## config.mk

```make
export PLATFORM = sky130hd
export DESIGN_NAME = add_mul_result_accumulator
export DESIGN_NICKNAME = d
export VERILOG_FILES = /design/src/rtl/add_mul_pkg.sv /design/src/rtl/add_mul_acc_lane.sv /design/src/rtl/add_mul_result_accumulator.sv
export SDC_FILE = /design/constraint.sdc
export NUM_CORES = 1
export LEC_CHECK = 0
export CORE_MARGIN = 2
export CORE_UTILIZATION = 54
export DETAILED_ROUTE_END_ITERATION = 8
export PLACE_DENSITY = 0.92
export SETUP_SLACK_MARGIN = 0.5
export SYNTH_ARGS = -nofsm -noshare
export SYNTH_HDL_FRONTEND = slang
export SYNTH_SLANG_ARGS = --single-unit
```

## constraint.sdc

```tcl
create_clock -name i_clk_sys -period 3.98 [get_ports i_clk_sys]
set_input_delay 0.597 -clock i_clk_sys [delete_from_list [all_inputs] [get_ports i_clk_sys]]
set_output_delay 0.597 -clock i_clk_sys [all_outputs]
set_load 0.01 [all_outputs]
```

## src/rtl/add_mul_pkg.sv

```systemverilog
// Shared widths and state encoding for the add/mul result accumulator.
// Optional saturation is selected with the ADD_MUL_ACC_SAT_EN macro.
package add_mul_pkg;

    localparam int MUL_W = 8;
    localparam int ADD_W = 4;

    typedef enum logic {
        ACC_ACCUM = 1'b0,
        ACC_HOLD  = 1'b1
    } acc_state_e;

endpackage

```

## src/rtl/add_mul_acc_lane.sv

```systemverilog
// One accumulator lane: zero-extend add, sticky carry-out flag, clear/enable.
// With ADD_MUL_ACC_SAT_EN defined the lane clamps at all-ones instead of wrapping.
module add_mul_acc_lane
    import add_mul_pkg::*;
#(
    parameter int ACC_W = 16,
    parameter int IN_W  = MUL_W
) (
    input  logic             i_clk_sys,
    input  logic             i_rst,
    input  logic             i_clr,
    input  logic             i_en,
    input  logic [IN_W-1:0]  i_data,
    output logic [ACC_W-1:0] o_acc,
    output logic             o_ovf
);

    logic [ACC_W-1:0] r_acc;
    logic             r_ovf;
    logic [ACC_W:0]   w_sum;
    logic [ACC_W-1:0] w_next;

    assign w_sum = {1'b0, r_acc} + (ACC_W+1)'(i_data);

`ifdef ADD_MUL_ACC_SAT_EN
    // Once clamped, any further non-zero add carries again and keeps the clamp.
    assign w_next = w_sum[ACC_W] ? {ACC_W{1'b1}} : w_sum[ACC_W-1:0];
`else
    assign w_next = w_sum[ACC_W-1:0];
`endif

    always_ff @(posedge i_clk_sys) begin
        if (i_rst || i_clr) begin
            r_acc <= '0;
            r_ovf <= 1'b0;
        end else if (i_en) begin
            r_acc <= w_next;
            r_ovf <= r_ovf | w_sum[ACC_W];
        end
    end

    assign o_acc = r_acc;
    assign o_ovf = r_ovf;

endmodule

```

## src/rtl/add_mul_result_accumulator.sv

```systemverilog
// Frame accumulator for product/sum pairs with a valid/ready result port.
// Saturating lanes are built when ADD_MUL_ACC_SAT_EN is defined; default wraps.
//
// state     | meaning
// ----------+---------------------------------------------------------
// ACC_ACCUM | accepting beats, in_ready=1, counting towards BEATS
// ACC_HOLD  | frame totals presented, out_valid=1, upstream stalled
module add_mul_result_accumulator
    import add_mul_pkg::*;
#(
    parameter int BEATS = 4,
    parameter int ACC_W = 16
) (
    input  logic             i_clk_sys,
    input  logic             i_rst,
    input  logic             i_in_valid,
    output logic             o_in_ready,
    input  logic [MUL_W-1:0] i_in_mul,
    input  logic [ADD_W-1:0] i_in_add,
    output logic             o_out_valid,
    input  logic             i_out_ready,
    output logic [ACC_W-1:0] o_out_mac,
    output logic [ACC_W-1:0] o_out_sum,
    output logic             o_out_ovf
);

    localparam int                CNT_W    = $clog2(BEATS + 1);
    localparam logic [CNT_W-1:0]  CNT_LAST = CNT_W'(BEATS - 1);

    acc_state_e       r_state;
    acc_state_e       w_state_nxt;
    logic [CNT_W-1:0] r_cnt;
    logic             w_accept;
    logic             w_clr;
    logic             w_mac_ovf;
    logic             w_sum_ovf;

    assign w_accept = i_in_valid && o_in_ready;

    always_ff @(posedge i_clk_sys) begin
        if (i_rst) begin
            r_state <= ACC_ACCUM;
        end else begin
            r_state <= w_state_nxt;
        end
    end

    // Handshake outputs decode state only; out_ready never reaches in_ready.
    always_comb begin
        w_state_nxt = r_state;
        o_in_ready  = 1'b0;
        o_out_valid = 1'b0;
        w_clr       = 1'b0;
        case (r_state)
            ACC_ACCUM: begin
                o_in_ready = 1'b1;
                if (i_in_valid && (r_cnt == CNT_LAST)) begin
                    w_state_nxt = ACC_HOLD;
                end
            end
            ACC_HOLD: begin
                o_out_valid = 1'b1;
                if (i_out_ready) begin
                    w_state_nxt = ACC_ACCUM;
                    w_clr       = 1'b1;
                end
            end
            default: begin
                w_state_nxt = ACC_ACCUM;
            end
        endcase
    end

    always_ff @(posedge i_clk_sys) begin
        if (i_rst || w_clr) begin
            r_cnt <= '0;
        end else if (w_accept) begin
            r_cnt <= r_cnt + CNT_W'(1);
        end
    end

    add_mul_acc_lane #(
        .ACC_W (ACC_W),
        .IN_W  (MUL_W)
    ) u_lane_mac (
        .i_clk_sys (i_clk_sys),
        .i_rst     (i_rst),
        .i_clr     (w_clr),
        .i_en      (w_accept),
        .i_data    (i_in_mul),
        .o_acc     (o_out_mac),
        .o_ovf     (w_mac_ovf)
    );

    add_mul_acc_lane #(
        .ACC_W (ACC_W),
        .IN_W  (ADD_W)
    ) u_lane_sum (
        .i_clk_sys (i_clk_sys),
        .i_rst     (i_rst),
        .i_clr     (w_clr),
        .i_en      (w_accept),
        .i_data    (i_in_add),
        .o_acc     (o_out_sum),
        .o_ovf     (w_sum_ovf)
    );

    assign o_out_ovf = w_mac_ovf | w_sum_ovf;

endmodule
```

==> results.md <==
* Status: finished, final reports clean
* Crit share post-route at a little over three fifths
* Leakage at between 1 and 1.5 nW
* Synth Warn # at 0
* Reg clk slew, reported paths at 80 ps
* Overall routing resource usage at a little over a quarter
* Netlist cell types at 49
* Synth area leaders: dfxtp_1 (34%), ha_1 (7.9%), a21oi_1 (5.9%), nand2_1 (4.9%), o21ai_0 (3.2%)
* Final setup violation count at 0
* Initial antenna violation count at 0
* Dominant cell type by area after synthesis: dfxtp_1
* Final hold slack at ~470 ps
* Async SR Flop Fraction at 0%
* Hold buffer count at CTS at 0
* Final core utilization at roughly 72%
* Worst-skew pair later-pin latency at 290 ps
* Register area share after synthesis at 34.45%
* Setup Fix Bufs, Post-CTS at 0
* WP data required at 4210 ps
* Diodes inserted at 0
* Slew Limit Fails at 0
* Setup TNS at 0 ps
* WL final at roughly 5700 µm
* Vias in the first global route at 2010
* Tmin final at about 2500 ps
* First-pass GRT wire length at about 9200 µm
* NumNets Final at 343
* Max cap viols at 0
* Worst Max-Slew Pin Slew at roughly 740 ps
* Rel. slew slack at 50.10%
* # clock sinks at 38
* Row cnt at 23
* Post-DRT Antenna Nets at 0
* Clock buffer depth at 2
* Max Freq at about 400 MHz
* Synth top area share at roughly a third
* Wirelength per Cell at around 16 µm
* Final Hold Viols at 0
* 1st-pass router iterations at 4
* Mapped Cells at between 200 and 300
* DRC errors left at 0
* 1st-iter DRT viols at approximately 130
* Crit-path max FO at 10
* CTS buffer count at 5
* Area grow syn2layout at 29.52%
* Critical Path End Type: flop
* Routability Congestion at 0.8966
* Critical Path Start Type: primary input
* Layout cells sized above 1 at between 5 and 6%
* WP data arrival at 2730 ps
* Starting Density at a little under three fifths
* CTS resizes at 0
* Vias at about 2.2k
* Number of synthesized flops with an enable pin at 0
* RSZ-0062 raised after global routing: false
* Die area at between 4000 and 5000 µm²
* Clock tree root driver cell: clkbuf_8
* Peak supply drop at around 0.0002 V
* Largest net degree at the start of global routing at 25
* CTS tree: yes
* Synth Cell Area at 2208 µm²
* Via density at 6.152
* Core Footprint at 3971 µm²
* Hold path cells at 2
* Total congestion overflow at 0
* Synth Flop Type: dfxtp_1
* Worst R2R Path Depth at 5
* Setup Crit Path Kind: in -> reg
* I/O Buffers at 50
* Syn Nets at 292
* Flops & latches, synth at 38
* Clk_skew at about 12 ps
* Die span in y at 67.95 µm
* Mapped Avg Cell Area at between 8 and 9 µm²
* I/O pin total at 51
* Hold crit path type: reg -> reg
* Power per cell area at around 340 nW/µm²
* H-tree lvl count at 2
* Die width at roughly 68 µm
* DP HPWL at a little under 4000 µm
==> path summary, 6_finish.rpt <==
| check | startpoint | endpoint | slack (ps) |
|---|---|---|---|
| worst max-delay path | i_in_add[0] | u_lane_sum.o_acc[4] | 1470 |
| worst min-delay path | r_cnt[1] | r_cnt[1] | 470 |
| worst max register to register | u_lane_mac.o_acc[7] | u_lane_mac.o_acc[12] | 1860 |
| worst min register to register | r_cnt[1] | r_cnt[1] | 470 |
==> worst max-delay path, stage by stage <==
cell	delay (ps)
clkdlybuf4s50_1	400
ha_1	240
fa_1	400
a21o_1	180
a21oi_1	550
o21ai_0	190
a21oi_1	160
==> cell type report <==
class	count	area (µm²)
sequential	38	760.7
multi-input combinational	202	1363
timing repair buffer	54	530.5
clock buffer	7	76.32
clock inverter	1	30.03
tap	50	62.56
inverter	10	37.54
fill	329	1111
==> synthesized netlist by cell type (2+ instances only) <==
cell	instances
clkbuf_1	5
o221a_2	2
o21a_1	4
o21ai_0	14
or3_1	6
and4_1	2
inv_1	10
or4_1	5
mux2i_1	2
o211ai_1	5
xnor2_1	4
o31ai_1	5
nand4_1	6
a211oi_1	7
fa_1	2
a41o_1	3
a41oi_1	2
ha_1	14
nand2_1	29
dfxtp_1	38
a211o_1	4
a31oi_1	4
o211a_1	2
a21o_1	6
nor3_1	3
buf_1	2
nor2_1	15
nand2b_1	3
a21oi_1	26
nand3_1	11
==> state kept, by name, indices dropped and copies added, names as in the netlist <==
register and count:
u_lane_mac.o_acc 16, u_lane_sum.o_acc 16, r_cnt 3, r_state 1, u_lane_mac.o_ovf 1, u_lane_sum.o_ovf 1
==> cells in the final DEF, fill, tap and decap left out, types with 6 or more instances in the layout <==
| cell | netlist | final |
|---|---|---|
| dfxtp_1 | 38 | 38 |
| nand2_1 | 29 | 29 |
| nand4_1 | 6 | 6 |
| nand3_1 | 11 | 11 |
| inv_1 | 10 | 10 |
| or3_1 | 6 | 6 |
| o21ai_0 | 14 | 14 |
| nor2_1 | 15 | 15 |
| a21o_1 | 6 | 6 |
| a211oi_1 | 7 | 7 |
| clkdlybuf4s50_1 | 0 | 50 |
| ha_1 | 14 | 14 |
| a21oi_1 | 26 | 26 |
==> per-layer routing <==
layer,GRT usage (%),vias up,share of wire [%]
li1,-,1090,-
met5,0,-,0
met4,12.75,0,2.4
met3,5.757,20,7.1
met1,32.69,1028,42
met2,42.84,89,48
==> metrics by stage <==
step	area, µm²	total power, W	worst slack [ps]	cells
3_5_place_dp	2754	0.0006661	1168	354
4_1_cts	2860	0.0009875	1471	362
5_1_grt	2860	0.001030	1275	362
6_report	2860	0.0009865	1472	362
3_3_place_gp	2754	0.0006566	1296	354
2_1_floorplan	2208	0.0005774	1878	260
==> kinds of logic after synthesis <==
family	Yosys count	synth area share, %
simple gates	88	20.79
fa+ha+maj	16	9.745
xor+xnor	4	1.586
mux	2	0.9066
compound gates	92	28.67
flops	38	34.45
buf+inv	20	3.853
==> power by group <==
group,total (W),leakage [nW],internal (W),switching (W)
sequential,0.000416,0.309,0.000399,0.0000178
clock,0.000321,0.0524,0.000188,0.000134
combinational,0.000249,0.797,0.000111,0.000138
total,0.000987,1.16,0.000697,0.000289
Note: power is estimated with default switching activity, not from simulation.
